<file path="src/rtl/vmicro16_cond_unit_pkg.sv">
// Shared flag layout and branch-condition encodings for the vmicro16 condition unit.
package vmicro16_cond_unit_pkg;

    localparam int unsigned FLAG_N = 3;
    localparam int unsigned FLAG_Z = 2;
    localparam int unsigned FLAG_C = 1;
    localparam int unsigned FLAG_V = 0;

    typedef logic [3:0] nzcv_t;

    typedef enum logic [7:0] {
        BR_U  = 8'h00,
        BR_E  = 8'h01,
        BR_NE = 8'h02,
        BR_G  = 8'h03,
        BR_GE = 8'h04,
        BR_L  = 8'h05,
        BR_LE = 8'h06
    } br_cond_e;

endpackage

</file>
<file path="src/rtl/vmicro16_flag_stack.sv">
// Per-thread LIFO of saved NZCV values; callers never assert push and pop together.
module vmicro16_flag_stack
    import vmicro16_cond_unit_pkg::*;
#(
    parameter int unsigned DEPTH = 4
) (
    input  logic  clk,
    input  logic  reset,
    input  logic  push,
    input  logic  pop,
    input  nzcv_t din,
    output nzcv_t dout,
    output logic  full,
    output logic  empty
);

    localparam int unsigned SPW = $clog2(DEPTH + 1);
    localparam int unsigned IW  = (DEPTH > 1) ? $clog2(DEPTH) : 1;

    nzcv_t          mem [DEPTH];
    logic [SPW-1:0] sp;
    logic [SPW-1:0] sp_m1;

    assign sp_m1 = sp - 1'b1;
    assign full  = (sp == SPW'(DEPTH));
    assign empty = (sp == '0);
    assign dout  = empty ? '0 : mem[IW'(sp_m1)];

    always_ff @(posedge clk or negedge reset) begin
        if (!reset) begin
            sp <= '0;
            for (int unsigned i = 0; i < DEPTH; i++) mem[i] <= '0;
        end else if (push && !full) begin
            mem[IW'(sp)] <= din;
            sp           <= sp + 1'b1;
        end else if (pop && !empty) begin
            sp <= sp_m1;
        end
    end

endmodule

</file>
<file path="src/rtl/vmicro16_cond_unit.sv">
// Per-thread NZCV flag banks with save/restore stacks and a registered BR_* condition evaluator.
module vmicro16_cond_unit
    import vmicro16_cond_unit_pkg::*;
#(
    parameter  int unsigned DATA_WIDTH  = 16,
    parameter  int unsigned NTHREADS    = 4,
    parameter  int unsigned STACK_DEPTH = 4,
    localparam int unsigned TW          = (NTHREADS > 1) ? $clog2(NTHREADS) : 1
) (
    input  logic                  clk,
    input  logic                  reset,
    input  logic                  flags_we,
    input  logic [TW-1:0]         flags_thr,
    input  logic [3:0]            flags_in,
    input  logic                  push,
    input  logic                  pop,
    input  logic                  eval_valid,
    input  logic [TW-1:0]         eval_thr,
    input  logic [7:0]            eval_cond,
    output logic                  res_valid,
    output logic [DATA_WIDTH-1:0] res_out,
    output logic [3:0]            flags_out,
    output logic                  stk_err
);

    function automatic logic cond_eval(input logic n, input logic z, input logic v,
                                       input logic [7:0] code);
        logic lt;
        lt = n ^ v;
        case (code)
            BR_U:    cond_eval = 1'b1;
            BR_E:    cond_eval = z;
            BR_NE:   cond_eval = !z;
            BR_G:    cond_eval = !z && !lt;
            BR_GE:   cond_eval = !lt;
            BR_L:    cond_eval = lt;
            BR_LE:   cond_eval = z || lt;
            default: cond_eval = 1'b0;
        endcase
    endfunction

    nzcv_t               bank     [NTHREADS];
    nzcv_t               bank_nxt [NTHREADS];
    logic [NTHREADS-1:0] err_t;
    nzcv_t               eval_flags;
    logic                eval_hit;
    logic                eval_res;

    // Evaluation reads bank_nxt so a same-cycle write or pop is seen immediately.
    for (genvar t = 0; t < NTHREADS; t++) begin : g_thr
        logic  sel;
        logic  do_push;
        logic  do_pop;
        logic  full;
        logic  empty;
        nzcv_t top;
        nzcv_t bank_q;

        assign sel     = (flags_thr == TW'(t));
        assign do_push = sel & push;
        assign do_pop  = sel & pop;

        vmicro16_flag_stack #(
            .DEPTH (STACK_DEPTH)
        ) u_stack (
            .clk   (clk),
            .reset (reset),
            .push  (do_push & ~do_pop),
            .pop   (do_pop & ~do_push),
            .din   (bank_q),
            .dout  (top),
            .full  (full),
            .empty (empty)
        );

        assign bank_nxt[t] = (do_pop && !do_push && !empty) ? top :
                             (sel && flags_we)               ? flags_in :
                                                               bank_q;
        assign err_t[t] = (do_push & do_pop) |
                          (do_push & ~do_pop & full) |
                          (do_pop & ~do_push & empty);
        assign bank[t] = bank_q;

        always_ff @(posedge clk or negedge reset) begin
            if (!reset) bank_q <= '0;
            else        bank_q <= bank_nxt[t];
        end
    end

    always_comb begin
        eval_flags = '0;
        eval_hit   = 1'b0;
        for (int unsigned i = 0; i < NTHREADS; i++) begin
            if (eval_thr == TW'(i)) begin
                eval_flags = bank_nxt[i];
                eval_hit   = 1'b1;
            end
        end
        eval_res = eval_hit && cond_eval(eval_flags[FLAG_N], eval_flags[FLAG_Z],
                                         eval_flags[FLAG_V], eval_cond);
    end

    always_ff @(posedge clk or negedge reset) begin
        if (!reset) begin
            res_valid <= 1'b0;
            res_out   <= '0;
            flags_out <= '0;
            stk_err   <= 1'b0;
        end else begin
            res_valid <= eval_valid;
            res_out   <= (eval_valid && eval_res) ? DATA_WIDTH'(1) : '0;
            flags_out <= eval_flags;
            stk_err   <= |err_t;
        end
    end

endmodule
</file>
<file path="config.mk">
export PLATFORM = sky130hd
export DESIGN_NAME = vmicro16_cond_unit
export DESIGN_NICKNAME = d
export VERILOG_FILES = /design/src/rtl/vmicro16_cond_unit_pkg.sv /design/src/rtl/vmicro16_flag_stack.sv /design/src/rtl/vmicro16_cond_unit.sv
export SDC_FILE = /design/constraint.sdc
export NUM_CORES = 1
export LEC_CHECK = 0
export ABC_AREA = 1
export CAP_MARGIN = 40
export CELL_PAD_IN_SITES_DETAIL_PLACEMENT = 0
export CELL_PAD_IN_SITES_GLOBAL_PLACEMENT = 2
export CORE_MARGIN = 2
export CORE_UTILIZATION = 33
export DETAILED_ROUTE_END_ITERATION = 10
export PLACE_DENSITY_LB_ADDON = 0.1
export SLEW_MARGIN = 40
export SYNTH_ARGS = -nofsm -noshare
export SYNTH_HDL_FRONTEND = slang
export SYNTH_HIERARCHICAL = 1
export SYNTH_SLANG_ARGS = --single-unit
</file>
<file path="constraint.sdc">
create_clock -name clk -period 2.8 [get_ports clk]
set_clock_uncertainty 0.1 [all_clocks]
set_input_delay 0.56 -clock clk [delete_from_list [all_inputs] [get_ports clk]]
set_output_delay 0.56 -clock clk [all_outputs]
set_load 0.005 [all_outputs]
</file>
==> results by stage <==
Synthesis:
- The area share of and/or/nand/nor cells after synthesis is 35.3%.
- After technology mapping, the gate count stands at 802.
- After synthesis the netlist holds a flip-flop and latch count of 99.
- After Yosys synthesis, full adders, half adders and majority gates account for 4.35% of the synthesized area.
- Summed over all instances, the cell type with the most area after synthesis is dfrtp_1.
- The synthesized netlist occupies a cell area of 6030 µm².
- Of the total synthesized cell area, the portion taken by XOR and XNOR cells is less than 1%.
- The main combinational cell family by area after synthesis is simple AND/OR/NAND/NOR gates.
- The synthesized netlist devotes 7.67% of its cell area to compound gates.
- A synthesized cell averages around 7.5 µm².
- The multiplexer share of the synthesized area is 0%.
- The fraction of synthesized cell area taken by the top area cell type is 41.1%.
- The number of synthesis warnings is 6.
- By area the synthesized netlist is led by dfrtp_1, nand2_1, inv_1.
- The distinct cell type count of the synthesized netlist is 31.
- For this run, the register share of the synthesized area comes to 41.1%.

Floorplan:
- The cell row count is 49.
- The number of top-level pins is 44.
- In this run the horizontal extent of the chip is 139 µm.
- The die covers 19400 µm².
- The overall die height is 139 µm.
- The area inside the core boundary is between 15000 and 20000 µm².
- The effective utilization at floorplan is roughly a third.

Layout:
- The fraction of layout instances using a drive strength above 1 is 15.0%.
- The repair_antennas step left the layout with diodes totalling 0.
- The area growth from synthesis to layout is 16.2%.
- The count of nets after finishing is 899.
- At the end of the flow the core is filled with cells to between 30% and 40%.
- The area of all placed cells without fillers is 7010 µm².

STA:
- The hold violation total from the final report is 0.
- The shortest clock period the worst path allows after layout is 2470 ps.
- The hold slack is 124 ps.
- The number of max-slew violations in the final report was 0.
- For this run, the top clock speed supported by timing is 404 MHz.
- Measured against its own limit, the worst slew margin works out to 57.6%.
- Dividing the final minimum period by the clock period gives about nine tenths.
- Setup repair after global routing left no endpoint under its margin.
- Setup violations remaining at the end of the flow were counted as 0.
- For the pin with the worst max-slew slack, the measured transition is 636 ps.
- Setup total negative slack on the finished layout was measured at 0 ps.

Power and ir drop:
- The internal power is 3.83 mW.
- In this run the power spent charging and discharging nets is ~2.8 mW.
- Of the total power, combinational logic draws 44.9%.
- VDD sags by at most a little under 0.0005 V.
- Registers are responsible for 35.2% of the overall power.
- Net switching is 42.0% of the power.
- The leakage component of the power is 3.73 nW.
- Dividing total power by cell area gives a power density of 941 nW/µm².
- Per report_power, the clock group accounts for approximately 20% of the total.

Routing:
- The pre-antenna-repair detailed-routing pass consisted of 5 iterations.
- The starting DRC count in detailed routing is 298.
- Detailed routing inserted a total of around 5000 vias.
- The detail-routed via count per cell is around 4.5.
- The final routed DRC violation total is 0.
- The detail-routed net length per standard cell is 13.8 µm.
- The wire length after detailed routing is 15100 µm.
- The number of nets still failing antenna checks after routing is 0.

Critical path:
- The critical path start-end classification is register to register.
- STA classifies the critical path startpoint as a register.
- The worst endpoint data arrival time is 2620 ps.
- Along the worst path, the maximum fanout reaches 5.
- The endpoint class of the critical path is a register.
- The data required time at the worst endpoint is 2940 ps.

Clocking:
- The count of clock tree sinks is 99.
- Once the clock tree was built, the setup fixing pass inserted 0 buffers.
- Clock tree synthesis inserted a total of 9 buffers.
- The number of buffers on the longest clock path is 2.
- TritonCTS built the clock tree.
- The clock latency of the later-clocked register in the worst-skew pair is 350 ps.
- The number of gates resized after CTS was 0.
- The root buffer cell is clkbuf_16.
- The H-tree generated during clock tree synthesis spans 3 levels.
- Clock-pin slew was measured on the worst setup and hold paths at 70 ps.
- In this run, post-CTS hold repair placed 0 buffers.

Global route:
- The first-pass GRT wire length is around 25000 µm.
- The number of antenna violations at the first check in global routing was 0.
- The largest net degree at the start of global routing is 54.
- The combined global-route utilization of all metal layers is ~16%.
- The number of global-route vias before repair was 4829.
- Summed over all layers, the global routing overflow is 0.

Placed design:
- The total cell area at the placement stage is 6700 µm².
- The placer's final routability congestion estimate is 0.813.
- The final HPWL from detailed placement is 11500 µm.
- The number of I/O port buffers is 28.

Job:
- The max-cap check violation count is 0.

Outcome:
- The flow ran to the end, and the final reports show no timing, DRC or antenna violations.

Worst hold path:
- The path class of the tightest hold or removal check is input port to asynchronous set/reset pin.
[logic make-up (layout without fill, tap and decap cells)]
kind of cell,after synthesis,count (layout)
XOR/XNOR,4,4
buffers and inverters,143,188
AND/OR/NAND/NOR,444,444
adder cells (fa/ha/maj),21,21
AO/OA/AOI/OAI,90,90
flip-flops,99,99
other,1,15
[synth_stat cells]
| cell type | instances |
|---|---|
| buf_4 | 21 |
| dfrtp_1 | 99 |
| a31oi_1 | 4 |
| nor2_1 | 22 |
| o21ai_0 | 48 |
| nand2_4 | 22 |
| nor3b_1 | 1 |
| inv_6 | 4 |
| and2_1 | 3 |
| ha_1 | 21 |
| nand3_2 | 9 |
| inv_2 | 16 |
| nor2_4 | 4 |
| nand3_1 | 61 |
| nor4_1 | 2 |
| xor2_1 | 4 |
| nand2_2 | 24 |
| o211ai_1 | 2 |
| nand3b_1 | 4 |
| inv_1 | 95 |
| a21oi_1 | 16 |
| nand2_1 | 279 |
| nor2_8 | 1 |
| a211oi_1 | 1 |
| o21ai_1 | 19 |
| nor2_2 | 3 |
| inv_4 | 5 |
| buf_6 | 2 |
| nor3_1 | 2 |
| nand4_1 | 7 |
| conb_1 | 1 |
[placed cells by master, fill, tap and decap left out, types with 7 or more instances in the layout]
master | netlist | layout
clkbuf_16 | 0 | 9
o21ai_0 | 48 | 48
ha_1 | 21 | 21
nand2_4 | 22 | 22
nand2_2 | 24 | 24
nand2_1 | 279 | 279
inv_2 | 16 | 16
conb_1 | 1 | 15
buf_4 | 21 | 21
nand3_1 | 61 | 61
o21ai_1 | 19 | 19
a21oi_1 | 16 | 16
nor2_1 | 22 | 22
nand3_2 | 9 | 9
inv_1 | 95 | 95
dfrtp_1 | 99 | 99
nand4_1 | 7 | 7
clkdlybuf4s50_1 | 0 | 27
[sequential cells by signal, summed over array words and instances (netlist names)]
signal / flops
g_thr.u_stack/sp: 12
g_thr.bank_q: 16
stk_err: 1
res_valid: 1
g_thr.u_stack/mem: 64
res_out: 1
flags_out: 4
[per-stage QoR]
stage / power (mW) / worst slack, ps / std cells
floorplan: 4.40 / 499 / 816
global placement: 5.32 / 16.6 / 1074
detailed placement: 5.36 / -9.19 / 1074
CTS: 6.72 / 324 / 1090
global route: 7.24 / 40.5 / 1090
finish: 6.60 / 328 / 1090
[final cells by class]
cell class | instances | area (µm²)
inverter | 120 | 483
fill | 1867 | 10900
clock buffer | 11 | 253
timing repair buffer | 52 | 508
tap | 229 | 287
sequential | 99 | 2480
multi-input combinational | 574 | 2950
clock inverter | 5 | 60.1
[worst paths after layout]
kind	start	endpoint	slack, ps	cells past startpoint
worst max register to register	g_thr[2].u_stack/sp[1]	res_out[0]	330	16
worst max-delay path	g_thr[2].u_stack/sp[1]	res_out[0]	330	16
worst min-delay path	reset	g_thr[0].u_stack/sp[2]	120	1
max in group asynchronous	reset	flags_out[2]	1760	2
worst min register to register	g_thr[0].u_stack/mem[4]	g_thr[0].u_stack/mem[4]	380	2
min in group clk	g_thr[0].u_stack/mem[4]	g_thr[0].u_stack/mem[4]	380	2
[routing by layer]
layer	global-route usage, %	up-vias	share of wire, %
li1	-	2590	-
met1	21.2	2289	46
met3	3.03	14	3.1
met4	3.83	0	1.1
met2	27.8	62	49
met5	0	-	0
[worst max-delay path: stages, from the launching register on]
cell     delay, ps
dfrtp_1        410
inv_1          100
ha_1           310
inv_1          150
nand3_1        110
a21oi_1        240
nand3_1        140
nand3_1        120
nand2_1         80
nor2_2         150
nand2_1         80
nand2_2         90
nand2_1         50
nand2_1         60
nor2_1          40
nor2_1          90
nor2_1          40
[power by group through the flow]
stage | Combinational (mW) | Sequential [mW] | Clock (mW)
finish | 2.96 | 2.32 | 1.31
global route | 3.41 | 2.40 | 1.42
CTS | 3.02 | 2.33 | 1.37
detailed placement | 3.01 | 2.35 | 0
global placement | 2.98 | 2.33 | 0
floorplan | 2.13 | 2.27 | 0
Power figures use the tool's default switching activity.
